### src/rtl/dice_pkg.sv
// Shared definitions for the dice display: scan states and 7-segment patterns.
package dice_pkg;

    // Display scan sequence: dead time, ones digit, dead time, tens digit.
    typedef enum logic [1:0] {
        DEAD_B = 2'd0,
        SHOW1  = 2'd1,
        DEAD_A = 2'd2,
        SHOW10 = 2'd3
    } scan_state_e;

    // Active-true segment patterns, bit order {dp,g,f,e,d,c,b,a}; dp never lit.
    localparam logic [7:0] SEG_BLANK = 8'h00;
    localparam logic [7:0] SEG_0     = 8'h3F;
    localparam logic [7:0] SEG_1     = 8'h06;
    localparam logic [7:0] SEG_2     = 8'h5B;
    localparam logic [7:0] SEG_3     = 8'h4F;
    localparam logic [7:0] SEG_4     = 8'h66;
    localparam logic [7:0] SEG_5     = 8'h6D;
    localparam logic [7:0] SEG_6     = 8'h7D;
    localparam logic [7:0] SEG_7     = 8'h07;
    localparam logic [7:0] SEG_8     = 8'h7F;
    localparam logic [7:0] SEG_9     = 8'h6F;

endpackage

### src/rtl/seg7_decode.sv
// BCD digit to active-true 7-segment pattern; codes 10-15 decode to blank.
module seg7_decode
    import dice_pkg::*;
(
    input  logic [3:0] value,
    output logic [7:0] pattern
);

    // Pure lookup; anything outside 0-9 is shown dark.
    always_comb begin
        pattern = SEG_BLANK;
        case (value)
            4'd0:    pattern = SEG_0;
            4'd1:    pattern = SEG_1;
            4'd2:    pattern = SEG_2;
            4'd3:    pattern = SEG_3;
            4'd4:    pattern = SEG_4;
            4'd5:    pattern = SEG_5;
            4'd6:    pattern = SEG_6;
            4'd7:    pattern = SEG_7;
            4'd8:    pattern = SEG_8;
            4'd9:    pattern = SEG_9;
            default: pattern = SEG_BLANK;
        endcase
    end

endmodule

### src/rtl/seven_seg_scan_ctrl.sv
// Two-digit multiplexed 7-segment scanner with dead time between digits,
// once-per-frame digit latching and run-time segment/common polarity straps.
// Pins are registered and reflect the scan state one cycle later.
module seven_seg_scan_ctrl
    import dice_pkg::*;
#(
    parameter int SLOT_CYCLES = 1000,
    parameter int DEAD_CYCLES = 16
) (
    input  logic       clk,
    input  logic       rst,
    input  logic [3:0] digit1,
    input  logic [3:0] digit10,
    input  logic       blank_lz,
    input  logic       display_en,
    input  logic       seg_act_hi,
    input  logic       com_act_hi,
    output logic [7:0] seg_out,
    output logic       com1,
    output logic       com10,
    output logic [1:0] com_oe,
    output logic       frame_tick
);

    localparam int CNT_MAX = (SLOT_CYCLES > DEAD_CYCLES) ? SLOT_CYCLES : DEAD_CYCLES;
    localparam int CNT_W   = (CNT_MAX > 1) ? $clog2(CNT_MAX) : 1;
    localparam logic [CNT_W-1:0] SLOT_LAST = CNT_W'(SLOT_CYCLES - 1);
    localparam logic [CNT_W-1:0] DEAD_LAST = CNT_W'(DEAD_CYCLES - 1);

    scan_state_e      state_q, state_d;
    logic [CNT_W-1:0] cnt_q, cnt_d;
    logic [3:0]       shadow1_q, shadow1_d;
    logic [3:0]       shadow10_q, shadow10_d;
    logic [7:0]       seg_q, seg_d;
    logic             com1_q, com1_d;
    logic             com10_q, com10_d;
    logic             tick_q, tick_d;

    logic [7:0] pat1, pat10;
    logic [7:0] pat_sel;
    logic       com1_on, com10_on;

    seg7_decode u_dec_ones (.value(shadow1_q),  .pattern(pat1));
    seg7_decode u_dec_tens (.value(shadow10_q), .pattern(pat10));

    // Scan sequencing: dwell counter, state advance and the frame-start digit latch.
    always_comb begin
        state_d    = state_q;
        cnt_d      = cnt_q + CNT_W'(1);
        shadow1_d  = shadow1_q;
        shadow10_d = shadow10_q;
        tick_d     = 1'b0;
        if (!display_en) begin
            state_d = DEAD_B;
            cnt_d   = '0;
        end else begin
            case (state_q)
                DEAD_B: if (cnt_q == DEAD_LAST) begin
                    state_d    = SHOW1;
                    cnt_d      = '0;
                    shadow1_d  = digit1;
                    shadow10_d = digit10;
                    tick_d     = 1'b1;
                end
                SHOW1: if (cnt_q == SLOT_LAST) begin
                    state_d = DEAD_A;
                    cnt_d   = '0;
                end
                DEAD_A: if (cnt_q == DEAD_LAST) begin
                    state_d = SHOW10;
                    cnt_d   = '0;
                end
                SHOW10: if (cnt_q == SLOT_LAST) begin
                    state_d = DEAD_B;
                    cnt_d   = '0;
                end
                default: begin
                    state_d = DEAD_B;
                    cnt_d   = '0;
                end
            endcase
        end
    end

    // Pin values: only one SHOW state can be current, so commons stay exclusive;
    // display_en gates immediately so disabling darkens on the very next edge.
    always_comb begin
        pat_sel  = SEG_BLANK;
        com1_on  = 1'b0;
        com10_on = 1'b0;
        if (display_en) begin
            if (state_q == SHOW1) begin
                com1_on = 1'b1;
                pat_sel = pat1;
            end else if (state_q == SHOW10) begin
                com10_on = 1'b1;
                pat_sel  = (blank_lz && shadow10_q == 4'd0) ? SEG_BLANK : pat10;
            end
        end
        seg_d   = seg_act_hi ? pat_sel : ~pat_sel;
        com1_d  = com_act_hi ? com1_on : ~com1_on;
        com10_d = com_act_hi ? com10_on : ~com10_on;
    end

    // State, shadow and output registers; reset drives everything to its off level.
    always_ff @(posedge clk) begin
        if (rst) begin
            state_q    <= DEAD_B;
            cnt_q      <= '0;
            shadow1_q  <= 4'd15;
            shadow10_q <= 4'd15;
            seg_q      <= {8{~seg_act_hi}};
            com1_q     <= ~com_act_hi;
            com10_q    <= ~com_act_hi;
            tick_q     <= 1'b0;
        end else begin
            state_q    <= state_d;
            cnt_q      <= cnt_d;
            shadow1_q  <= shadow1_d;
            shadow10_q <= shadow10_d;
            seg_q      <= seg_d;
            com1_q     <= com1_d;
            com10_q    <= com10_d;
            tick_q     <= tick_d;
        end
    end

    assign seg_out    = seg_q;
    assign com1       = com1_q;
    assign com10      = com10_q;
    assign com_oe     = 2'b11;
    assign frame_tick = tick_q;

endmodule

### config.mk
export PLATFORM = sky130hd
export DESIGN_NAME = seven_seg_scan_ctrl
export DESIGN_NICKNAME = d
export VERILOG_FILES = /design/src/rtl/dice_pkg.sv /design/src/rtl/seg7_decode.sv /design/src/rtl/seven_seg_scan_ctrl.sv
export SDC_FILE = /design/constraint.sdc
export NUM_CORES = 1
export LEC_CHECK = 0
export CAP_MARGIN = 20
export CORE_MARGIN = 2
export CORE_UTILIZATION = 57
export CTS_BUF_LIST = sky130_fd_sc_hd__clkbuf_4 sky130_fd_sc_hd__clkbuf_8
export DETAILED_ROUTE_END_ITERATION = 12
export HOLD_SLACK_MARGIN = 0.03
export MAX_ROUTING_LAYER = met4
export PLACE_DENSITY = 0.82
export SYNTH_ARGS = -nofsm -noshare
export SYNTH_HDL_FRONTEND = slang
export SYNTH_SLANG_ARGS = --single-unit
### constraint.sdc
create_clock -name clk -period 3.45 [get_ports clk]
set_clock_uncertainty 0.15 [all_clocks]
set_input_delay 0.345 -clock clk [delete_from_list [all_inputs] [get_ports clk]]
set_output_delay 0.345 -clock clk [all_outputs]
set_load 0.02 [all_outputs]
## Yosys cells after proc, flatten, opt, wreduce, memory -nomap -nowiden

Memory sizes are Yosys's and may differ from the RTL's. A register that Yosys moved wholly into a read port is not among the register bits.
Cells that the tools add are included.

- Add/sub/neg operators: 1
- Equal/unequal tests: 9
- Bitwise logic cells: 7
- Reduce and logical (&&, ||, !) cells: 9
- Muxes and demuxes: 28

Operators by type and width:

| cell | number |
|---|---|
| 8-bit 2-to-1 mux | 6 |
| 10-bit 2-to-1 mux | 2 |
| 10-bit one-hot mux with 2 select lines | 1 |
| 4-bit 2-to-1 mux | 4 |
| 10-bit by 1-bit adder with 10-bit output, second input constant | 1 |
| 10-bit equality test, second input constant | 1 |
| 10-bit by 4-bit equality test with 1-bit output, second input constant | 1 |
| 1-bit 2-to-1 mux | 10 |
| 2-bit 2-to-1 mux | 4 |
| 2-bit inequality test, second input constant | 4 |
| 8-bit inverter | 1 |
| 2-bit one-hot mux with 4 select lines | 1 |
| 1-bit inverter | 6 |
| 2-bit OR reduction | 3 |
| 2-bit equality test, second input constant | 2 |
| 4-bit logical NOT | 1 |
| 4-bit AND reduction | 1 |
| 3-bit AND reduction | 1 |
| 3-bit OR reduction | 1 |
| 2-bit by 1-bit equality test with 1-bit output, second input constant | 1 |
| 2-bit logical NOT | 1 |
| 1-bit logical AND | 1 |

- Memory bits (read-only): 224
- Input port bits: 14
- Memories kept: 2
- Register bits: 31

Memory list:

| name | depth | width | rd ports | clocked after memory_dff | write ports | RTL line | text |
|---|---|---|---|---|---|---|---|
| (no name shown) | 16 | 7 | 1 | 1 | 0 | seg7_decode.sv:12 | `case (value)` |
| (no name shown) | 16 | 7 | 1 | 1 | 0 | seg7_decode.sv:12 |  |

## Logic depth before layout (Yosys ltp)

Gate-level depths: netlist of the first run.

- Word-level depth: 9
- Gate-level depth with buffers: 11
- Depth with buffers taken out: 11

## Cells and area by module

A second synthesis of the first run with hierarchy kept.

- Cells, all modules: 194
- Area, all modules: 1,829.3 µm²

Modules (own cells, without submodules):

| module | cells each | area an instance (µm²) | instances |
|---|---|---|---|
| seven_seg_scan_ctrl | 136 | 1,385.1 | 1 |
| seg7_decode (u_dec_ones) | 30 | 231.5 | 1 |
| seg7_decode (u_dec_tens) | 28 | 212.7 | 1 |

## Worst setup path before layout of the first run

OpenSTA, ideal clock, no wires.

- Kind: flip-flop to flip-flop
- Start: register cnt_q[5]
- End: register, netlist name u_dec_ones.pattern[4]
- Path slack: 0.657 ns
- Buffers on the path: 1
- Period minus slack after synthesis: 2.793 ns
- Cell stages (with the launch flop): 10
- Required time: 3.170 ns
- Arrival time: 2.513 ns
- Cell sequence: dfxtp_1 or4_4 nor4_4 clkbuf_1 nand2_1 nand3b_1 inv_1 ha_1 a221oi_1 o22ai_1

- Cells in the longest elaborated chain, start to end: 4

RTL lines:

| what | RTL line | text |
|---|---|---|
| start: declaration | seven_seg_scan_ctrl.sv:31 | `logic [CNT_W-1:0] cnt_q, cnt_d;` |
| start signal: assignment | seven_seg_scan_ctrl.sv:118 | `cnt_q <= cnt_d;` |
| 10-bit by 4-bit equality test with 1-bit output | seven_seg_scan_ctrl.sv:58 | `DEAD_B: if (cnt_q == DEAD_LAST) begin` |
| 3-bit AND reduction (no line) | n/a |  |
| 4-bit 2-to-1 mux (no line) (2 in series) | n/a |  |

Every way passes these cells.
A chain may end at the register's enable or synchronous reset.

## Final worst setup path of the first run

- Start: register cnt_q[5]
- End: register, netlist name u_dec_ones.pattern[0]

- Cells in the longest elaborated chain, start to end: 4

RTL lines:

| what | RTL line |
|---|---|
| 10-bit by 4-bit equality test with 1-bit output | seven_seg_scan_ctrl.sv:58 |
| 3-bit AND reduction (no line) | n/a |
| 4-bit 2-to-1 mux (no line) (2 in series) | n/a |

Every way passes these cells.

==> flow_metrics.env, run 1 <==
export IMPL_grt_setup_unrepaired="false"
export IMPL_clkSinkCount=45
export IMPL_cts_buffers=5
export IMPL_dieHeight_um=65.8
export IMPL_syn2layout_area_growth_pct=18.0
export IMPL_finalSetupTns_ns=0
export IMPL_worstPathRequired_ns=3.54
export IMPL_crit_type="flop to flop"
export IMPL_relSlewSlack_pct=48.5
export IMPL_cts_max_level=2
export IMPL_finalNetCount=285
export IMPL_antenna_found_initial=0
export IMPL_via_per_inst=5.49
export IMPL_seq_area_frac_synth_pct=41.4
export IMPL_synth_main_ff_cell="dfxtp_1"
export IMPL_cp_num_buf_inv=1
export IMPL_synth_async_sr_flop_share_pct=0
export IMPL_final_cell_mix="45 x dfxtp_1, 24 x clkdlybuf4s50_1, 23 x nor2_1, 18 x ha_1, 16 x xnor2_1"
export IMPL_synth_edff_count=0
export IMPL_hold_buffers=0
export IMPL_maxCapViolCount=0
export IMPL_power_density_nw_per_um2=387
export IMPL_critPathSlowestCell="or4_4"
export IMPL_clk_latency_ns=0.31
export IMPL_dr_first_iter_drc_count=39
export IMPL_grt_ovfl_total=0
export IMPL_layout_commonest_cell="dfxtp_1"
export IMPL_cts_root_buf="clkbuf_8"
export IMPL_whs_path_depth=1
export IMPL_post_cts_resized=0
export IMPL_cts_setup_buffers=0
export IMPL_antenna_cells=0
export IMPL_ys_seq_elements=45
export IMPL_critPathLaunchType="flop"
export IMPL_gp_congestion=0.870
export IMPL_vias=1659
export IMPL_wire_per_inst_um=13.3
export IMPL_fillers=288
export IMPL_rows=22
export IMPL_grt_max_degree=17
export IMPL_rr_worst_depth=9
export IMPL_cp_max_fo=8
export IMPL_grt_usage_pct=21.1
export IMPL_timing_hold_violations_final=0
export IMPL_io_pins=27
export IMPL_setup_ws_ns=0.438
export IMPL_clockBufferDepth=2
export IMPL_synth_warnings=0
export IMPL_cp_top_family="simple AND/OR/NAND/NOR gates"
export IMPL_dp_hpwl_um=3030
export IMPL_drtPass1Iterations=4
export IMPL_die_x_um=65.8
export IMPL_crit_chain="or4_4, nor4_4, nor3_1, a21oi_1, inv_1, ha_1, nor4_1, nor3_1, o22ai_1"
export IMPL_syn_inst=226
export IMPL_tightest_slew_ns=0.769
export IMPL_routed_wl_um=4030
export IMPL_min_period_over_period_pct=87.3
export IMPL_grt_pass1_vias=1549
export IMPL_dp_slack_ns=0.365
export IMPL_cp_data_arrival_time_ns=3.10
export IMPL_yosysUniqueCellTypes=46
export IMPL_start_util_pct=59.5
export IMPL_cts_tree="yes"
export IMPL_route_detailed_drc=0
export IMPL_ff2ff_setup_slack_ns=0.44
export IMPL_die_area_um2=4330
export IMPL_drive_gt1_share_pct=13.0
export IMPL_peakVddDrop_uv=277
export IMPL_slew_violations=0
export IMPL_path_clk_slew_ns=0.09
export IMPL_io_buffer_count=24
export IMPL_coreArea_um2=3660
export IMPL_antenna_left=0
export IMPL_layout_min_cycle_time_ns=3.01
export IMPL_cp_slowest_stage_delay_ns=0.58
export IMPL_syn_area_per_cell_um2=9.64
export IMPL_final_setup_viol_count=0
export IMPL_status="finished, final reports clean"
export IMPL_path_depth=9
export IMPL_critPathCaptureType="flop"
export IMPL_cp_common_cell="nor3_1"
export IMPL_synth_area_um2=2180
export IMPL_hp_class="flop to flop"
export IMPL_leakage_uw=0.00103
export IMPL_fmax_mhz=332
export IMPL_grt_pass1_wl_um=6730
-- area by class of cell --
type | count | area [um^2] | share of cell area, %
multi-input combinational | 161 | 1190 | 46.2
inverter | 14 | 52.6 | 2.04
clock inverter | 3 | 46.3 | 1.80
timing repair buffer | 26 | 255 | 9.93
clock buffer | 5 | 68.8 | 2.68
sequential | 45 | 901 | 35.0
tap | 48 | 60.1 | 2.34
-- report_power, final --
part	internal, uW	switching (uW)
Sequential	526	2.11
Clock	217	188
Combinational	30.7	30.2
-- sequential cells by signal, summed over array words and instances (netlist names) --
signal and flops:
shadow10_q 4, cnt_q 10, u_dec_tens.pattern 7, com1 1, frame_tick 1, com10 1, shadow1_q 4, state_q 2
u_dec_ones.pattern 7, seg_out 8
-- Yosys cell counts, types with 8 or more instances --
master	instances	share of area, %
dfxtp_1	45	41
nor2_1	23	4.0
ha_1	18	10
xnor2_1	16	6.4
inv_1	12	2.1
nand2_1	11	1.9
a21oi_1	8	1.8
a22oi_1	8	2.8
-- stage by stage --
| stage | hold slack, ns | utilization, % | instances | total power (uW) | instance area (um^2) |
|---|---|---|---|---|---|
| floorplan | 0.263 | - | 227 | 569 | 2180 |
| finish | 0.297 | 70.2 | 302 | 994 | 2570 |
| global placement | 0.274 | 67.1 | 294 | 601 | 2460 |
| global route | 0.333 | 70.2 | 302 | 1020 | 2570 |
| detailed placement | 0.296 | 67.1 | 294 | 602 | 2460 |
| CTS | 0.309 | 70.2 | 302 | 1000 | 2570 |
-- routing by layer --
layer | track usage [%] | wire length, um | vias up
met5 | - | 0 | -
li1 | - | - | 840
met4 | 8.59 | 66 | 0
met2 | 33.2 | 1840 | 38
met3 | 5.62 | 221 | 7
met1 | 25.8 | 1900 | 774
-- cell families after synthesis --
| logic type | synth area share [%] |
|---|---|
| multiplexers | 5.57 |
| AND/OR/NAND/NOR | 18.8 |
| buffers and inverters | 4.31 |
| XOR/XNOR | 6.84 |
| flip-flops | 41.4 |
| other | 0.172 |
| AO/OA/AOI/OAI | 12.6 |
| adder cells (fa/ha/maj) | 10.3 |
-- final timing paths --
| kind | startpoint | endpoint |
|---|---|---|
| min | cnt_q[0] | cnt_q[0] |
| min reg2reg | cnt_q[0] | cnt_q[0] |
| max | cnt_q[5] | u_dec_ones.pattern[0] |
| max reg2reg | cnt_q[5] | u_dec_ones.pattern[0] |
-- worst register-to-register path, stage by stage, from the launching register on --
cell	delay, ns
dfxtp_1	0.35
or4_4	0.58
nor4_4	0.46
nor3_1	0.12
a21oi_1	0.32
inv_1	0.17
ha_1	0.24
nor4_1	0.30
nor3_1	0.12
o22ai_1	0.13
Note: power is estimated with default switching activity, not from simulation.
==> inputs of run 2 (changes only) <==
--- a/config.mk
+++ b/config.mk
@@ -6,13 +6,16 @@
 export NUM_CORES = 1
 export LEC_CHECK = 0
 export CAP_MARGIN = 20
+export CORE_ASPECT_RATIO = 2
 export CORE_MARGIN = 2
 export CORE_UTILIZATION = 57
 export CTS_BUF_LIST = sky130_fd_sc_hd__clkbuf_4 sky130_fd_sc_hd__clkbuf_8
 export DETAILED_ROUTE_END_ITERATION = 12
+export GPL_TIMING_DRIVEN = 0
 export HOLD_SLACK_MARGIN = 0.03
 export MAX_ROUTING_LAYER = met4
 export PLACE_DENSITY = 0.82
 export SYNTH_ARGS = -nofsm -noshare
 export SYNTH_HDL_FRONTEND = slang
 export SYNTH_SLANG_ARGS = --single-unit
+export TNS_END_PERCENT = 50
==> run 2 against run 1 <==
Sequential power is essentially flat; clock power shrank 1%; utilization grew 1.1 points; cell area grew 1.1%; global-route usage grew 3.3 points.
==> flow_metrics.env, run 2 (synthesis gave the netlist of run 1 again) <==
export IMPL_status="finished, final reports clean"
export IMPL_cp_max_fo=10
export IMPL_final_util_pct=71.3
export IMPL_maxCapViolCount=0
export IMPL_die_area_um2=4360
export IMPL_antenna_left=0
export IMPL_setup_ws_ns=0.274
export IMPL_coreArea_um2=3650
export IMPL_r2r_end="u_dec_ones.pattern[4]"
export IMPL_cts_tree="yes"
export IMPL_grt_usage_pct=24.4
export IMPL_rr_startpoint="cnt_q[5]"
export IMPL_io_pins=27
export IMPL_hp_class="flop to flop"
export IMPL_antenna_found_initial=0
export IMPL_relSlewSlack_pct=41.1
export IMPL_wire_per_inst_um=14.4
export IMPL_min_to="cnt_q[0]"
export IMPL_top_register="cnt_q"
export IMPL_cts_setup_buffers=0
export IMPL_cp_data_arrival_time_ns=3.20
export IMPL_antenna_cells=0
export IMPL_hp_start="cnt_q[0]"
export IMPL_fillers=304
export IMPL_crit_type="flop to flop"
export IMPL_layout_commonest_cell="dfxtp_1"
export IMPL_min_period_over_period_pct=92.0
export IMPL_grt_pass1_wl_um=7450
export IMPL_dieHeight_um=91.4
export IMPL_multi_input_area_um2=1190
export IMPL_clockBufferDepth=2
export IMPL_dp_hpwl_um=3500
export IMPL_rr_worst_depth=9
export IMPL_routed_wl_um=4440
export IMPL_critPathLaunchType="flop"
export IMPL_fmax_mhz=315
export IMPL_grt_ovfl_total=0
export IMPL_route_detailed_drc=0
export IMPL_grt_pass1_vias=1764
export IMPL_start_util_pct=59.7
export IMPL_grt_setup_unrepaired="false"
export IMPL_ff2ff_setup_slack_ns=0.27
export IMPL_power_density_nw_per_um2=381
export IMPL_vias=1713
export IMPL_tightest_slew_ns=0.878
export IMPL_drtPass1Iterations=5
export IMPL_finalNetCount=290
export IMPL_power_uw=991
export IMPL_cts_root_buf="clkbuf_8"
export IMPL_syn2layout_area_growth_pct=19.4
export IMPL_gp_congestion=0.818
export IMPL_peakVddDrop_uv=250
export IMPL_post_cts_resized=0
export IMPL_leakage_uw=0.00105
export IMPL_drive_gt1_share_pct=13.5
export IMPL_place_inst=300
export IMPL_final_seq_area_um2=901
export IMPL_instances_no_fill=308
export IMPL_critPathCaptureType="flop"
export IMPL_final_cell_mix="45 x dfxtp_1, 24 x clkdlybuf4s50_1, 23 x nor2_1, 18 x ha_1, 16 x xnor2_1"
export IMPL_clk_latency_ns=0.30
export IMPL_final_setup_viol_count=0
export IMPL_slew_violations=0
export IMPL_via_per_inst=5.56
export IMPL_dr_first_iter_drc_count=34
export IMPL_largest_register_ffs=10
export IMPL_io_buffer_count=24
export IMPL_rows=31
export IMPL_path_clk_slew_ns=0.08
export IMPL_worstPathRequired_ns=3.47
export IMPL_dp_slack_ns=0.0291
export IMPL_hold_buffers=0
export IMPL_timing_hold_violations_final=0
export IMPL_clkSinkCount=45
export IMPL_layout_min_cycle_time_ns=3.18
export IMPL_whs_path_depth=1
export IMPL_cts_buffers=5
export IMPL_die_x_um=47.7
export IMPL_grt_max_degree=15
export IMPL_finalSetupTns_ns=0
export IMPL_cts_max_level=2
[run 2: cell types whose count changed in the layout (fill, tap and decap cells not counted)]
cell,previous run,this run
buf_6,0,1
clkbuf_2,0,1
clkinvlp_4,1,0
clkbuf_1,0,3
clkbuf_4,0,1
[run 2: worst max-delay path by stage]
stage               startpoint                    end  slack, ns  cells after the start
floorplan             cnt_q[5]  u_dec_ones.pattern[4]       0.66                      9
global placement    display_en  u_dec_ones.pattern[4]       0.05                     10
detailed placement  display_en  u_dec_ones.pattern[4]       0.03                     10
CTS                   cnt_q[5]  u_dec_ones.pattern[4]       0.15                      9
global route          cnt_q[5]  u_dec_ones.pattern[3]       0.04                      9
finish                cnt_q[5]  u_dec_ones.pattern[4]       0.27                      9
[run 2: critical path, stage by stage, from the launching register on]
cell and delay [ns]:
dfxtp_1 0.36, or4_4 0.59, nor4_4 0.52, clkbuf_2 0.34
nand2_1 0.11, nand3b_1 0.18, inv_1 0.12, ha_1 0.23
a221oi_1 0.33, o22ai_1 0.13
[run 2: metal layers]
| metal | wire length (um) | vias to the layer above | global-route usage [%] |
|---|---|---|---|
| li1 | - | 845 | - |
| met4 | 258 | 0 | 16.9 |
| met2 | 2590 | 49 | 42.2 |
| met1 | 1460 | 799 | 20.7 |
| met5 | 0 | - | - |
| met3 | 128 | 20 | 4.97 |
[run 2: power breakdown]
group / internal (uW) / switching, uW
Clock: 225 / 174
Combinational: 32.0 / 31.3
Sequential: 526 / 2.05
Total: 783 / 208
[run 2: area by class of cell]
| class | instances | area share, % |
|---|---|---|
| repair buffers | 24 | 9.24 |
| inverters | 14 | 2.02 |
| flip-flops and latches | 45 | 34.6 |
| multi-input cells | 161 | 45.7 |
| clock inverters | 2 | 1.49 |
| plain buffers | 7 | 1.64 |
| clock buffers | 6 | 2.94 |
| well taps | 49 | 2.36 |
[run 2: stage by stage]
stage | area, um^2 | hold WS, ns
after floorplan | 2180 | 0.263
after global placement | 2480 | 0.274
after detailed placement | 2480 | 0.291
after CTS | 2600 | 0.303
after global routing | 2600 | 0.329
final | 2600 | 0.302
==> inputs of run 3 (changes only) <==
--- a/config.mk
+++ b/config.mk
@@ -15,6 +15,7 @@
 export HOLD_SLACK_MARGIN = 0.03
 export MAX_ROUTING_LAYER = met4
 export PLACE_DENSITY = 0.82
+export SLEW_MARGIN = 20
 export SYNTH_ARGS = -nofsm -noshare
 export SYNTH_HDL_FRONTEND = slang
 export SYNTH_SLANG_ARGS = --single-unit
==> results of run 3 <==
Same layout as run 2: the final DEF is identical, and so are final timing and power.
